<file path="src/rtl/logic_scan_feeder_pkg.sv">
// Shared definitions for the logic_scan_feeder slice: FSM encoding, default
// geometry and the scan-length saturation helper.
package logic_scan_pkg;

    localparam int WIDTH_DEF = 8;
    localparam int DEPTH_DEF = 16;
    localparam int AW_DEF    = 4;

    typedef enum logic [1:0] {
        S_IDLE = 2'd0,
        S_RUN  = 2'd1,
        S_DONE = 2'd2
    } scan_state_e;

    // Requested lengths above the RAM depth are clamped to the full RAM.
    function automatic int unsigned sat_len(input int unsigned req, input int unsigned depth);
        return (req > depth) ? depth : req;
    endfunction

endpackage

</file>
<file path="src/rtl/logic_scan_feeder_if.sv">
// Bus bundle between the scan feeder (slave side) and whoever loads the RAM,
// requests scans and closes the loop through the reduction array (master side).
interface logic_scan_feeder_if
    import logic_scan_pkg::*;
#(
    parameter int WIDTH = WIDTH_DEF,
    parameter int DEPTH = DEPTH_DEF,
    parameter int AW    = AW_DEF
) ();

    logic             wr_en;
    logic [AW-1:0]    wr_addr;
    logic [WIDTH-1:0] wr_data;
    logic             start;
    logic [AW:0]      scan_len;
    logic             busy;
    logic             done;
    logic [WIDTH-1:0] a_out;
    logic             a_valid;
    logic             y_in;
    logic [DEPTH-1:0] result;
    logic [AW:0]      hit_count;

    modport master (
        output wr_en, wr_addr, wr_data, start, scan_len, y_in,
        input  busy, done, a_out, a_valid, result, hit_count
    );

    modport slave (
        input  wr_en, wr_addr, wr_data, start, scan_len, y_in,
        output busy, done, a_out, a_valid, result, hit_count
    );

endinterface

</file>
<file path="src/rtl/logic_scan_feeder_ram.sv">
// Word store for the scan feeder: one write port and a registered read port
// whose output register is the word presented to the reduction array.
module scan_word_ram
    import logic_scan_pkg::*;
#(
    parameter int WIDTH = WIDTH_DEF,
    parameter int DEPTH = DEPTH_DEF,
    parameter int AW    = AW_DEF
) (
    input  logic             clk,
    input  logic             rst,
    input  logic             wr_en,
    input  logic [AW-1:0]    wr_addr,
    input  logic [WIDTH-1:0] wr_data,
    input  logic             rd_en,
    input  logic [AW-1:0]    rd_addr,
    output logic [WIDTH-1:0] rd_data
);

    logic [WIDTH-1:0] mem [DEPTH];
    logic [WIDTH-1:0] rd_data_q;
    logic [WIDTH-1:0] rd_data_d;

    // NOTE: the array has no reset; clearing it would turn RAM into a flop bank.
    always_ff @(posedge clk) begin
        if (wr_en) begin
            mem[wr_addr] <= wr_data;
        end
    end

    // The read register holds its word when no read is requested.
    always_comb begin
        rd_data_d = rd_data_q;
        if (rd_en) begin
            rd_data_d = mem[rd_addr];
        end
    end

    always_ff @(posedge clk or posedge rst) begin
        if (rst) begin
            rd_data_q <= '0;
        end else begin
            rd_data_q <= rd_data_d;
        end
    end

    assign rd_data = rd_data_q;

endmodule

</file>
<file path="src/rtl/logic_scan_feeder.sv">
// Scan feeder: streams RAM words into the AND/OR reduction array and captures
// its reduced output per word. Define LOGIC_SCAN_COUNT_EN to build hit_count.
module logic_scan_feeder
    import logic_scan_pkg::*;
#(
    parameter int WIDTH = WIDTH_DEF,
    parameter int DEPTH = DEPTH_DEF,
    parameter int AW    = AW_DEF
) (
    input  logic                clk,
    input  logic                rst,
    logic_scan_feeder_if.slave  bus
);

    localparam int LW = AW + 1;

    scan_state_e      state_q, state_d;
    logic [LW-1:0]    len_q, len_d;
    logic [LW-1:0]    rd_idx_q, rd_idx_d;
    logic [LW-1:0]    cap_idx_q, cap_idx_d;
    logic             a_valid_q, a_valid_d;
    logic [DEPTH-1:0] result_q, result_d;
    logic [LW-1:0]    req_len;
    logic             rd_en;
    logic             wr_ok;
    logic             hit_clr;
    logic             hit_inc;

    assign req_len = LW'(sat_len(32'(bus.scan_len), DEPTH));

    // NOTE: every output of this block is defaulted first so no path infers a latch.
    always_comb begin
        state_d   = state_q;
        len_d     = len_q;
        rd_idx_d  = rd_idx_q;
        cap_idx_d = cap_idx_q;
        a_valid_d = a_valid_q;
        result_d  = result_q;
        rd_en     = 1'b0;
        wr_ok     = 1'b0;
        hit_clr   = 1'b0;
        hit_inc   = 1'b0;

        case (state_q)
            S_IDLE: begin
                wr_ok = 1'b1;
                if (bus.start) begin
                    result_d = '0;
                    hit_clr  = 1'b1;
                    if (req_len != '0) begin
                        len_d     = req_len;
                        rd_idx_d  = '0;
                        cap_idx_d = '0;
                        state_d   = S_RUN;
                    end else begin
                        state_d = S_DONE;
                    end
                end
            end

            S_RUN: begin
                if (rd_idx_q < len_q) begin
                    rd_en     = 1'b1;
                    a_valid_d = 1'b1;
                    rd_idx_d  = rd_idx_q + LW'(1);
                end else begin
                    a_valid_d = 1'b0;
                end
                // Capture trails the read by one edge: y_in reflects last cycle's word.
                if (a_valid_q) begin
                    result_d[cap_idx_q[AW-1:0]] = bus.y_in;
                    hit_inc   = bus.y_in;
                    cap_idx_d = cap_idx_q + LW'(1);
                    if (cap_idx_q + LW'(1) == len_q) begin
                        state_d = S_DONE;
                    end
                end
            end

            S_DONE: begin
                a_valid_d = 1'b0;
                state_d   = S_IDLE;
            end

            default: begin
                a_valid_d = 1'b0;
                state_d   = S_IDLE;
            end
        endcase
    end

    // NOTE: sequential state uses non-blocking assignment so every flop samples pre-edge values.
    always_ff @(posedge clk or posedge rst) begin
        if (rst) begin
            state_q   <= S_IDLE;
            len_q     <= '0;
            rd_idx_q  <= '0;
            cap_idx_q <= '0;
            a_valid_q <= 1'b0;
            result_q  <= '0;
        end else begin
            state_q   <= state_d;
            len_q     <= len_d;
            rd_idx_q  <= rd_idx_d;
            cap_idx_q <= cap_idx_d;
            a_valid_q <= a_valid_d;
            result_q  <= result_d;
        end
    end

`ifdef LOGIC_SCAN_COUNT_EN
    logic [LW-1:0] hit_count_q, hit_count_d;

    always_comb begin
        hit_count_d = hit_count_q;
        if (hit_clr) begin
            hit_count_d = '0;
        end else if (hit_inc) begin
            hit_count_d = hit_count_q + LW'(1);
        end
    end

    always_ff @(posedge clk or posedge rst) begin
        if (rst) begin
            hit_count_q <= '0;
        end else begin
            hit_count_q <= hit_count_d;
        end
    end

    assign bus.hit_count = hit_count_q;
`else
    logic unused_hit;
    assign unused_hit    = hit_clr ^ hit_inc;
    assign bus.hit_count = '0;
`endif

    assign bus.busy    = (state_q == S_RUN);
    assign bus.done    = (state_q == S_DONE);
    assign bus.a_valid = a_valid_q;
    assign bus.result  = result_q;

    // Writes are only honoured while idle so a running scan sees a stable RAM.
    scan_word_ram #(
        .WIDTH (WIDTH),
        .DEPTH (DEPTH),
        .AW    (AW)
    ) u_ram (
        .clk     (clk),
        .rst     (rst),
        .wr_en   (bus.wr_en & wr_ok),
        .wr_addr (bus.wr_addr),
        .wr_data (bus.wr_data),
        .rd_en   (rd_en),
        .rd_addr (rd_idx_q[AW-1:0]),
        .rd_data (bus.a_out)
    );

endmodule

</file>
<file path="src/flat_wrapper.sv">
// flat-port wrapper written by rule: the top's interface ports become plain ports
module logic_scan_feeder_flat import logic_scan_pkg::*;
#(
    parameter int WIDTH = WIDTH_DEF,
    parameter int DEPTH = DEPTH_DEF,
    parameter int AW    = AW_DEF
)
  (clk, rst, bus_wr_en, bus_wr_addr, bus_wr_data, bus_start, bus_scan_len, bus_y_in, bus_busy, bus_done, bus_a_out, bus_a_valid, bus_result, bus_hit_count);
  logic_scan_feeder_if #(.WIDTH(WIDTH), .DEPTH(DEPTH), .AW(AW)) bus_i ();
  input  logic clk;
  input  logic rst;
  input wire logic [$bits(bus_i.wr_en)-1:0] bus_wr_en;
  input wire logic [$bits(bus_i.wr_addr)-1:0] bus_wr_addr;
  input wire logic [$bits(bus_i.wr_data)-1:0] bus_wr_data;
  input wire logic [$bits(bus_i.start)-1:0] bus_start;
  input wire logic [$bits(bus_i.scan_len)-1:0] bus_scan_len;
  input wire logic [$bits(bus_i.y_in)-1:0] bus_y_in;
  output wire logic [$bits(bus_i.busy)-1:0] bus_busy;
  output wire logic [$bits(bus_i.done)-1:0] bus_done;
  output wire logic [$bits(bus_i.a_out)-1:0] bus_a_out;
  output wire logic [$bits(bus_i.a_valid)-1:0] bus_a_valid;
  output wire logic [$bits(bus_i.result)-1:0] bus_result;
  output wire logic [$bits(bus_i.hit_count)-1:0] bus_hit_count;
  assign bus_i.wr_en = bus_wr_en;
  assign bus_i.wr_addr = bus_wr_addr;
  assign bus_i.wr_data = bus_wr_data;
  assign bus_i.start = bus_start;
  assign bus_i.scan_len = bus_scan_len;
  assign bus_i.y_in = bus_y_in;
  assign bus_busy = bus_i.busy;
  assign bus_done = bus_i.done;
  assign bus_a_out = bus_i.a_out;
  assign bus_a_valid = bus_i.a_valid;
  assign bus_result = bus_i.result;
  assign bus_hit_count = bus_i.hit_count;
  logic_scan_feeder #(.WIDTH(WIDTH), .DEPTH(DEPTH), .AW(AW)) u_core (.clk(clk), .rst(rst), .bus(bus_i));
endmodule
</file>
<file path="config.mk">
export PLATFORM = sky130hd
export DESIGN_NAME = logic_scan_feeder_flat
export DESIGN_NICKNAME = d
export VERILOG_FILES = /design/src/rtl/logic_scan_feeder_pkg.sv /design/src/rtl/logic_scan_feeder_if.sv /design/src/rtl/logic_scan_feeder_ram.sv /design/src/rtl/logic_scan_feeder.sv /design/src/flat_wrapper.sv
export SDC_FILE = /design/constraint.sdc
export NUM_CORES = 1
export LEC_CHECK = 0
export CORE_UTILIZATION = 52
export DETAILED_ROUTE_END_ITERATION = 8
export PLACE_DENSITY = 0.83
export SETUP_SLACK_MARGIN = 0.1
export SLEW_MARGIN = 20
export SYNTH_ARGS = -nofsm -noshare
export SYNTH_HDL_FRONTEND = slang
export SYNTH_SLANG_ARGS = --single-unit
</file>
<file path="constraint.sdc">
create_clock -name clk -period 2.1 [get_ports clk]
set_clock_uncertainty 0.1 [all_clocks]
set_input_delay 0.42 -clock clk [delete_from_list [all_inputs] [get_ports clk]]
set_output_delay 0.42 -clock clk [all_outputs]
set_load 0.1 [all_outputs]
</file>
==> impl_results.md, run 1 <==
- Outcome: completed
- Stage delay of the slowest cell on the critical path: 540 ps
- Ports: 54
- Final nets: 604
- CTS Buf Count: 17
- FP Rows: 42
- Half-perimeter wire length after detailed placement: approximately 11 mm
- Crit-path cells: buf_12 -> mux4_2 -> a22oi_1 -> nor2_1 -> a311oi_1 -> o21ai_1
- CP Max Fanout: 11
- Most instantiated flip-flop cell in the synthesis netlist: sky130_fd_sc_hd__edfxtp_1
- PD cells: 1470 nW/µm²
- Type of the worst min-delay path: input port to asynchronous set/reset pin
- TritonCTS clock tree: done
- R2R Path End: u_core.u_ram.rd_data[2]
- Total length of routed wires: between 15 and 20 mm
- Post-synthesis instance area: a little over 7000 µm²
- Post-synth top area share: 0.540
- Peak ir drop on the vdd network: 0.000711 V
- Count of TritonRoute iterations in the first routing pass: 6
- Clock sink count: 170
- Number of diodes: 0
- Via count of the first global-routing pass: around 4.6k
- Part of the total power dissipated in sequential elements: 0.337
- Number of enable-type register cells in the synthesized netlist: 128
- Max_slew headroom: 0.578
- Net switching power of the design: roughly 5.2 mW
- Via total after detailed routing: 4,537
- Die footprint: between 10,000 and 15,000 µm²
- IO buf count: 48
- Number of distinct library cell variants in the gate-level netlist after synthesis: 41
- Average instance area after synthesis: 14.8 µm²
- Final number of setup-violating endpoints: 0
- Cell count after synthesis: 479
- Placed Area: 8030 µm²
- Total number of yosys warnings: 0
- Clock share of power: 0.233
- FF-to-FF setup slack: 130 ps
- Fin. max-slew vios: 0
- Maximum number of pins on one net before global-route repair: 43
- Initial antenna violation count: 0
- Post-route minimum period: 1970 ps
- Clock edge transition at the registers on the reported setup and hold paths: 70 ps
- Worst reg2reg path depth: 6
- Width of the die: 119 µm
- Setup repair after global routing missed its margin: yes
- Origin of the critical flop-to-flop path: u_core.rd_idx_q[0]
- Required time reported for the critical path endpoint: 2310 ps
- Share of final-layout standard cells stronger than drive strength 1: 0.275
- Sequential cell area fraction in the yosys report: 0.688
- Number of DRC markers after the initial detailed-route iteration: 614
- Commonest cells post-synth: sky130_fd_sc_hd__edfxtp_1 (128), sky130_fd_sc_hd__o21ai_0 (48), sky130_fd_sc_hd__dfrtp_1 (42)
- Leading area contributor after synthesis: sky130_fd_sc_hd__edfxtp_1
- Max-cap violations: 0
- Data arrival time at the worst-slack endpoint: 2190 ps
- Final worst-path cycle share: 0.940
- Global-route congestion overflow total: 0
- Drc violations: 0
- Most common cell in the netlist: sky130_fd_sc_hd__edfxtp_1
- Area overhead of the layout relative to synthesis: 22.4%
- Wirelength per Cell: 20.6 µm
- Die height: about 120 µm
- Later-pin clock latency in the skew report: 430 ps
- Starting Density: 0.535
- Root Buffer: sky130_fd_sc_hd__clkbuf_16
- Endpoints failing hold: 0
- Mean number of vias per cell: 5.95
- Synth top area cells: sky130_fd_sc_hd__edfxtp_1 (54%), sky130_fd_sc_hd__dfrtp_1 (15%), sky130_fd_sc_hd__mux4_2 (8.9%)
- Launching element type of the critical path: register
- Total global routing track utilization: 0.235
- Final Core Density: 0.655
- Max Clk Rate: 506 MHz
- Total core area: approximately 13,000 µm²
- Switching share of total power: 0.410
- Antenna violation net count after detailed routing: 0
- Flip-flop and latch count after synthesis: 170
- P_leak: 3.17 nW
- Crit path kind: register to register
- P_int: 7.54 mW
- Global-route wire length before repair: around 24 mm
- CP max stage cell: sky130_fd_sc_hd__mux4_2
- CTS H-tree lvls: 4
- Clock tree buffer depth: 2
- Combinational group share of total power: 0.431
- Final estimated routing congestion in global placement: 0.862
- Critical path capture point type: register
- Async set or reset register ratio after synthesis: 0.247
- Slew @ Worst Pin: around 630 ps
- Final non-filler cell area: about 8700 µm²
cells in the final DEF (no fill, tap or decap), drive strengths merged, types with 14 or more instances in the layout:
cell,Yosys,routed
edfxtp,128,128
buf,15,75
o21ai,57,57
dfrtp,42,42
nand2,38,38
a21oi,29,29
mux4,28,28
nor2,23,23
clkdlybuf4s50,0,21
inv,13,21
clkbuf,10,18
nand3,14,14
sequential cells by signal, indices dropped and copies added (netlist names):
register / flops
u_core.u_ram.mem: 128
u_core.bus.result: 16
u_core.u_ram.rd_data: 8
u_core.cap_idx_q: 5
u_core.len_q: 5
u_core.rd_idx_q: 5
u_core.state_q: 2
u_core.bus.a_valid: 1
power groups by stage:
stage | clock network, mW | logic [mW] | registers, mW
6_report | 2.98 | 5.50 | 4.30
5_1_grt | 3.13 | 5.88 | 4.34
4_1_cts | 3.01 | 5.32 | 4.29
3_5_place_dp | 0 | 5.20 | 4.35
3_3_place_gp | 0 | 5.08 | 4.34
2_1_floorplan | 0 | 2.65 | 5.46
kinds of logic after synthesis:
kind of cell,Yosys count,synth area share
DFF,170,0.688
AOI/OAI and AO/OA,110,0.0871
and+or+nand+nor,103,0.0660
muxes,40,0.107
buffers and inverters,39,0.0269
adders and majority gates,9,0.0158
xor gates and xnor gates,7,0.00862
other,1,0.000527
worst max-delay path by stage:
stage / start / endpoint / slack, ps / depth (start not counted)
2_1_floorplan: u_core.state_q[0] / u_core.u_ram.mem[12][0] / 40 / 4
3_3_place_gp: bus_wr_en / u_core.u_ram.mem[0][4] / 3 / 5
3_5_place_dp: bus_wr_en / u_core.u_ram.mem[0][7] / -80 / 5
4_1_cts: u_core.len_q[2] / u_core.rd_idx_q[4] / 100 / 7
5_1_grt: u_core.rd_idx_q[0] / u_core.u_ram.rd_data[2] / 70 / 6
6_report: u_core.rd_idx_q[0] / u_core.u_ram.rd_data[2] / 130 / 6
worst max-delay path, delay by kind of cell, from the launching register on:
kind                   cells  cell delay [ps]
muxes                      1              540
buffers and inverters      1              160
and+or+nand+nor            1               60
DFF                        1              410
AOI/OAI and AO/OA          3              570
timing repair:
item | CTS | global route
pin swaps | 1 | 4
endpoints found under the setup margin | 31 | 109
buffers inserted | 3 | 5
cloned | 0 | 0
resized for setup | 4 | 15
hold buffers | 0 | 0
final cells by class:
class | instances | area [µm²]
Timing Repair Buffer | 96 | 875
Tap cell | 176 | 220
Sequential cell | 170 | 4900
Clock buffer | 18 | 429
Multi-Input combinational cell | 274 | 2100
Clock inverter | 14 | 133
Inverter | 14 | 52.6
Fill cell | 917 | 4590
metrics by stage:
| step | setup WS (ps) | setup TNS [ps] | total power, mW | hold WS, ps | cells |
|---|---|---|---|---|---|
| 3_5_place_dp | -83.3 | -2070 | 9.55 | 381 | 722 |
| 5_1_grt | 70.4 | 0 | 13.3 | 365 | 762 |
| 2_1_floorplan | 44.7 | 0 | 8.11 | 346 | 483 |
| 3_3_place_gp | 3.13 | 0 | 9.41 | 368 | 722 |
| 6_report | 126 | 0 | 12.8 | 309 | 762 |
| 4_1_cts | 102 | 0 | 12.6 | 332 | 757 |
metal layers:
layer  vias to the layer above  global-route usage  part of all wire
met5                         -                   0                 0
met4                         0              0.0941             0.023
met3                        30              0.0603             0.080
met2                       254               0.387              0.50
met1                      2238               0.299              0.39
li1                       2015                   -                 -
(Power assumes the default switching activity.)
==> run 2, diff against run 1 <==
Settings changed: CELL_PAD_IN_SITES_DETAIL_PLACEMENT set to 2, CELL_PAD_IN_SITES_GLOBAL_PLACEMENT set to 2, CORE_UTILIZATION 52 to 38, RECOVER_POWER set to 100.
==> impl_results.md, run 2 (same netlist as run 1, synthesis figures left out) <==
- Violated checks: DRC
- Final nets: 608 (was 604)
- Final number of setup-violating endpoints: 0 (unchanged)
- Worst reg2reg path depth: 7 (was 6)
- R2R Path End: u_core.u_ram.mem[3][0] (was u_core.u_ram.rd_data[2])
- Max_slew headroom: 0.355 (was 0.578)
- Category of cells accounting for the largest share of critical-path delay: buffers and inverters (was compound AO/OA/AOI/OAI gates)
- FP Rows: 49 (was 42)
- Origin of the critical flop-to-flop path: u_core.state_q[1] (was u_core.rd_idx_q[0])
- Peak ir drop on the vdd network: 0.000691 V (was 0.000711 V)
- Placed Area: 8110 µm² (was 8030 µm²)
- Top library cells by usage in the layout, fill and taps aside: sky130_fd_sc_hd__edfxtp_1 (128), sky130_fd_sc_hd__o21ai_0 (44), sky130_fd_sc_hd__clkbuf_2 (41) (was sky130_fd_sc_hd__edfxtp_1 (128), sky130_fd_sc_hd__buf_4 (63), sky130_fd_sc_hd__o21ai_0 (48))
- Max-cap violations: 0 (unchanged)
- P_leak: 3.15 nW (was 3.17 nW)
- Final estimated routing congestion in global placement: 0.817 (was 0.862)
- Crit path kind: register to register (unchanged)
- Fillers: 1,716 (was 917)
- Die height: 139 µm (was 119 µm)
- CP max stage cell: sky130_fd_sc_hd__dfrtp_1 (was sky130_fd_sc_hd__mux4_2)
- Total core area: 18,100 µm² (was 13,300 µm²)
- Power after layout: 13.3 mW (was 12.8 mW)
- Share of final-layout standard cells stronger than drive strength 1: 0.283 (was 0.275)
- Critical path capture point type: register (unchanged)
- Outcome: finished, violations left (was completed)
- FF-to-FF setup slack: 20 ps (was 130 ps)
- Count of TritonRoute iterations in the first routing pass: 7 (was 6)
- Instance count on the critical path: 7 (was 6)
- Width of the die: 139 µm (was 119 µm)
- Combinational group share of total power: 0.440 (was 0.431)
- Clock sink count: 170 (unchanged)
- Ports: 54 (unchanged)
- Fin. max-slew vios: 0 (unchanged)
- Total of hold buffers inserted after clock tree synthesis: 0 (unchanged)
- Max Clk Rate: 481 MHz (was 506 MHz)
- Maximum number of pins on one net before global-route repair: 30 (was 43)
- Data arrival time at the worst-slack endpoint: 2110 ps (was 2190 ps)
- CTS Buf Count: 17 (unchanged)
- Final worst-path cycle share: 0.990 (was 0.940)
- Number of diodes: 0 (unchanged)
- Net switching power of the design: 5.74 mW (was 5.24 mW)
- Mean number of vias per cell: 5.65 (was 5.95)
- Area overhead of the layout relative to synthesis: 22.6% (was 22.4%)
- Summed negative setup slack over all endpoints: 0 ps (unchanged)
- Post-route minimum period: 2080 ps (was 1970 ps)
- Later-pin clock latency in the skew report: 430 ps (about the same)
- Number of DRC markers after the initial detailed-route iteration: 275 (was 614)
- Final non-filler cell area: 8720 µm² (was 8710 µm²)
- Part of the total power dissipated in sequential elements: 0.325 (was 0.337)
- Initial antenna violation count: 0 (unchanged)
- Buffers plus inverters on the worst setup path: 4 (was 1)
- TritonCTS clock tree: done (unchanged)
- Most common library cell in the layout ignoring fill and taps: sky130_fd_sc_hd__edfxtp_1 (unchanged)
- Half-perimeter wire length after detailed placement: 13.8 mm (was 10.5 mm)
- Root Buffer: sky130_fd_sc_hd__clkbuf_16 (unchanged)
- Endpoints failing hold: 0 (unchanged)
- Via count of the first global-routing pass: 5,204 (was 4,564)
- Antenna violation net count after detailed routing: 0 (unchanged)
- PD cells: 1530 nW/µm² (was 1470 nW/µm²)
- Register with the most flip-flops: u_core.u_ram.mem (unchanged)
- P_int: 7.58 mW (was 7.54 mW)
- Wirelength per Cell: 25.9 µm (was 20.6 µm)
- Die footprint: 19,300 µm² (was 14,200 µm²)
- Via total after detailed routing: 4,627 (was 4,537)
- Required time reported for the critical path endpoint: 2140 ps (was 2310 ps)
- Launching element type of the critical path: register (unchanged)
- Global-route wire length before repair: 32.1 mm (was 24.5 mm)
- Slew @ Worst Pin: 967 ps (was 630 ps)
- Type of the worst min-delay path: input port to asynchronous set/reset pin (unchanged)
- Stage delay of the slowest cell on the critical path: 400 ps (was 540 ps)
- Switching share of total power: 0.431 (was 0.410)
- IO buf count: 48 (unchanged)
- CTS H-tree lvls: 4 (unchanged)
- Clock edge transition at the registers on the reported setup and hold paths: 70 ps (about the same)
- Total length of routed wires: 21.2 mm (was 15.7 mm)
- Total global routing track utilization: 0.231 (was 0.235)
- Clock tree buffer depth: 2 (unchanged)
- Crit-path cells: nor2_1 -> buf_6 -> buf_8 -> nand4_1 -> clkbuf_2 -> nor3_1 -> buf_4 (was buf_12 -> mux4_2 -> a22oi_1 -> nor2_1 -> a311oi_1 -> o21ai_1)
- Minimum hold slack: 339 ps (was 309 ps)
- CP Max Fanout: 8 (was 11)
- Drc violations: 4 (was 0)
- Clock share of power: 0.235 (was 0.233)
- Starting Density: 0.392 (was 0.535)
- Setup repair after global routing missed its margin: yes (unchanged)
- Global-route congestion overflow total: 0 (unchanged)
- Number of flip-flops in the largest register: 128 (unchanged)
## run 2: cell count changes in the layout (fill, tap and decap cells not counted), moves of 4 or more
cell,previous run,this run
sky130_fd_sc_hd__buf_4,63,22
sky130_fd_sc_hd__clkbuf_2,0,41
sky130_fd_sc_hd__clkbuf_4,0,5
sky130_fd_sc_hd__clkdlybuf4s50_1,21,12
sky130_fd_sc_hd__dlygate4sd3_1,0,9
sky130_fd_sc_hd__o21ai_0,48,44
sky130_fd_sc_hd__o21ai_1,8,12
## run 2: worst max-delay path by stage
stage / startpoint / end
4_1_cts: u_core.rd_idx_q[0] / u_core.u_ram.rd_data[7]
3_5_place_dp: bus_wr_en / u_core.u_ram.mem[12][0]
6_report: u_core.state_q[1] / u_core.u_ram.mem[3][0]
2_1_floorplan: u_core.state_q[0] / u_core.u_ram.mem[12][0]
3_3_place_gp: bus_wr_en / u_core.u_ram.mem[8][0]
5_1_grt: u_core.rd_idx_q[0] / u_core.rd_idx_q[4]
## run 2: power groups by stage
| stage | Clock, mW | Sequential [mW] | Combinational, mW |
|---|---|---|---|
| 2_1_floorplan | 0 | 5.46 | 2.65 |
| 3_3_place_gp | 0 | 4.33 | 5.22 |
| 3_5_place_dp | 0 | 4.37 | 5.51 |
| 4_1_cts | 3.19 | 4.32 | 5.97 |
| 5_1_grt | 3.31 | 4.37 | 6.22 |
| 6_report | 3.13 | 4.32 | 5.86 |
## run 2: layer usage
| layer | track usage | routed length [µm] | up-vias |
|---|---|---|---|
| met5 | 0 | 0 | - |
| met4 | 0.0819 | 439 | 0 |
| met3 | 0.0473 | 712 | 32 |
| met2 | 0.413 | 11400 | 104 |
| met1 | 0.275 | 8730 | 2479 |
| li1 | - | - | 2012 |
## run 2: layout make-up
| type | count | area [µm²] | area share |
|---|---|---|---|
| clock buffers | 18 | 429 | 0.0492 |
| clock inverters | 14 | 149 | 0.0171 |
| inverters | 14 | 52.6 | 0.00602 |
| multi-input cells | 274 | 2160 | 0.247 |
| flip-flops and latches | 170 | 4900 | 0.562 |
| well taps | 229 | 287 | 0.0329 |
| repair buffers | 100 | 749 | 0.0859 |
## run 2: through the flow
stage               utilization  worst slack, ps  instances
floorplan                     -             44.7        483
detailed placement        0.447             -125        775
CTS                       0.487             39.8        818
finish                    0.481             20.1        819
global placement          0.447             7.20        775
global route              0.481            -54.9        819
## run 2: repair_timing
item	4_1_cts	5_1_grt
pin swaps	6	4
setup buffers	10	1
gates cloned	1	0
endpoints found under the setup margin	98	57
gates resized for setup	16	23
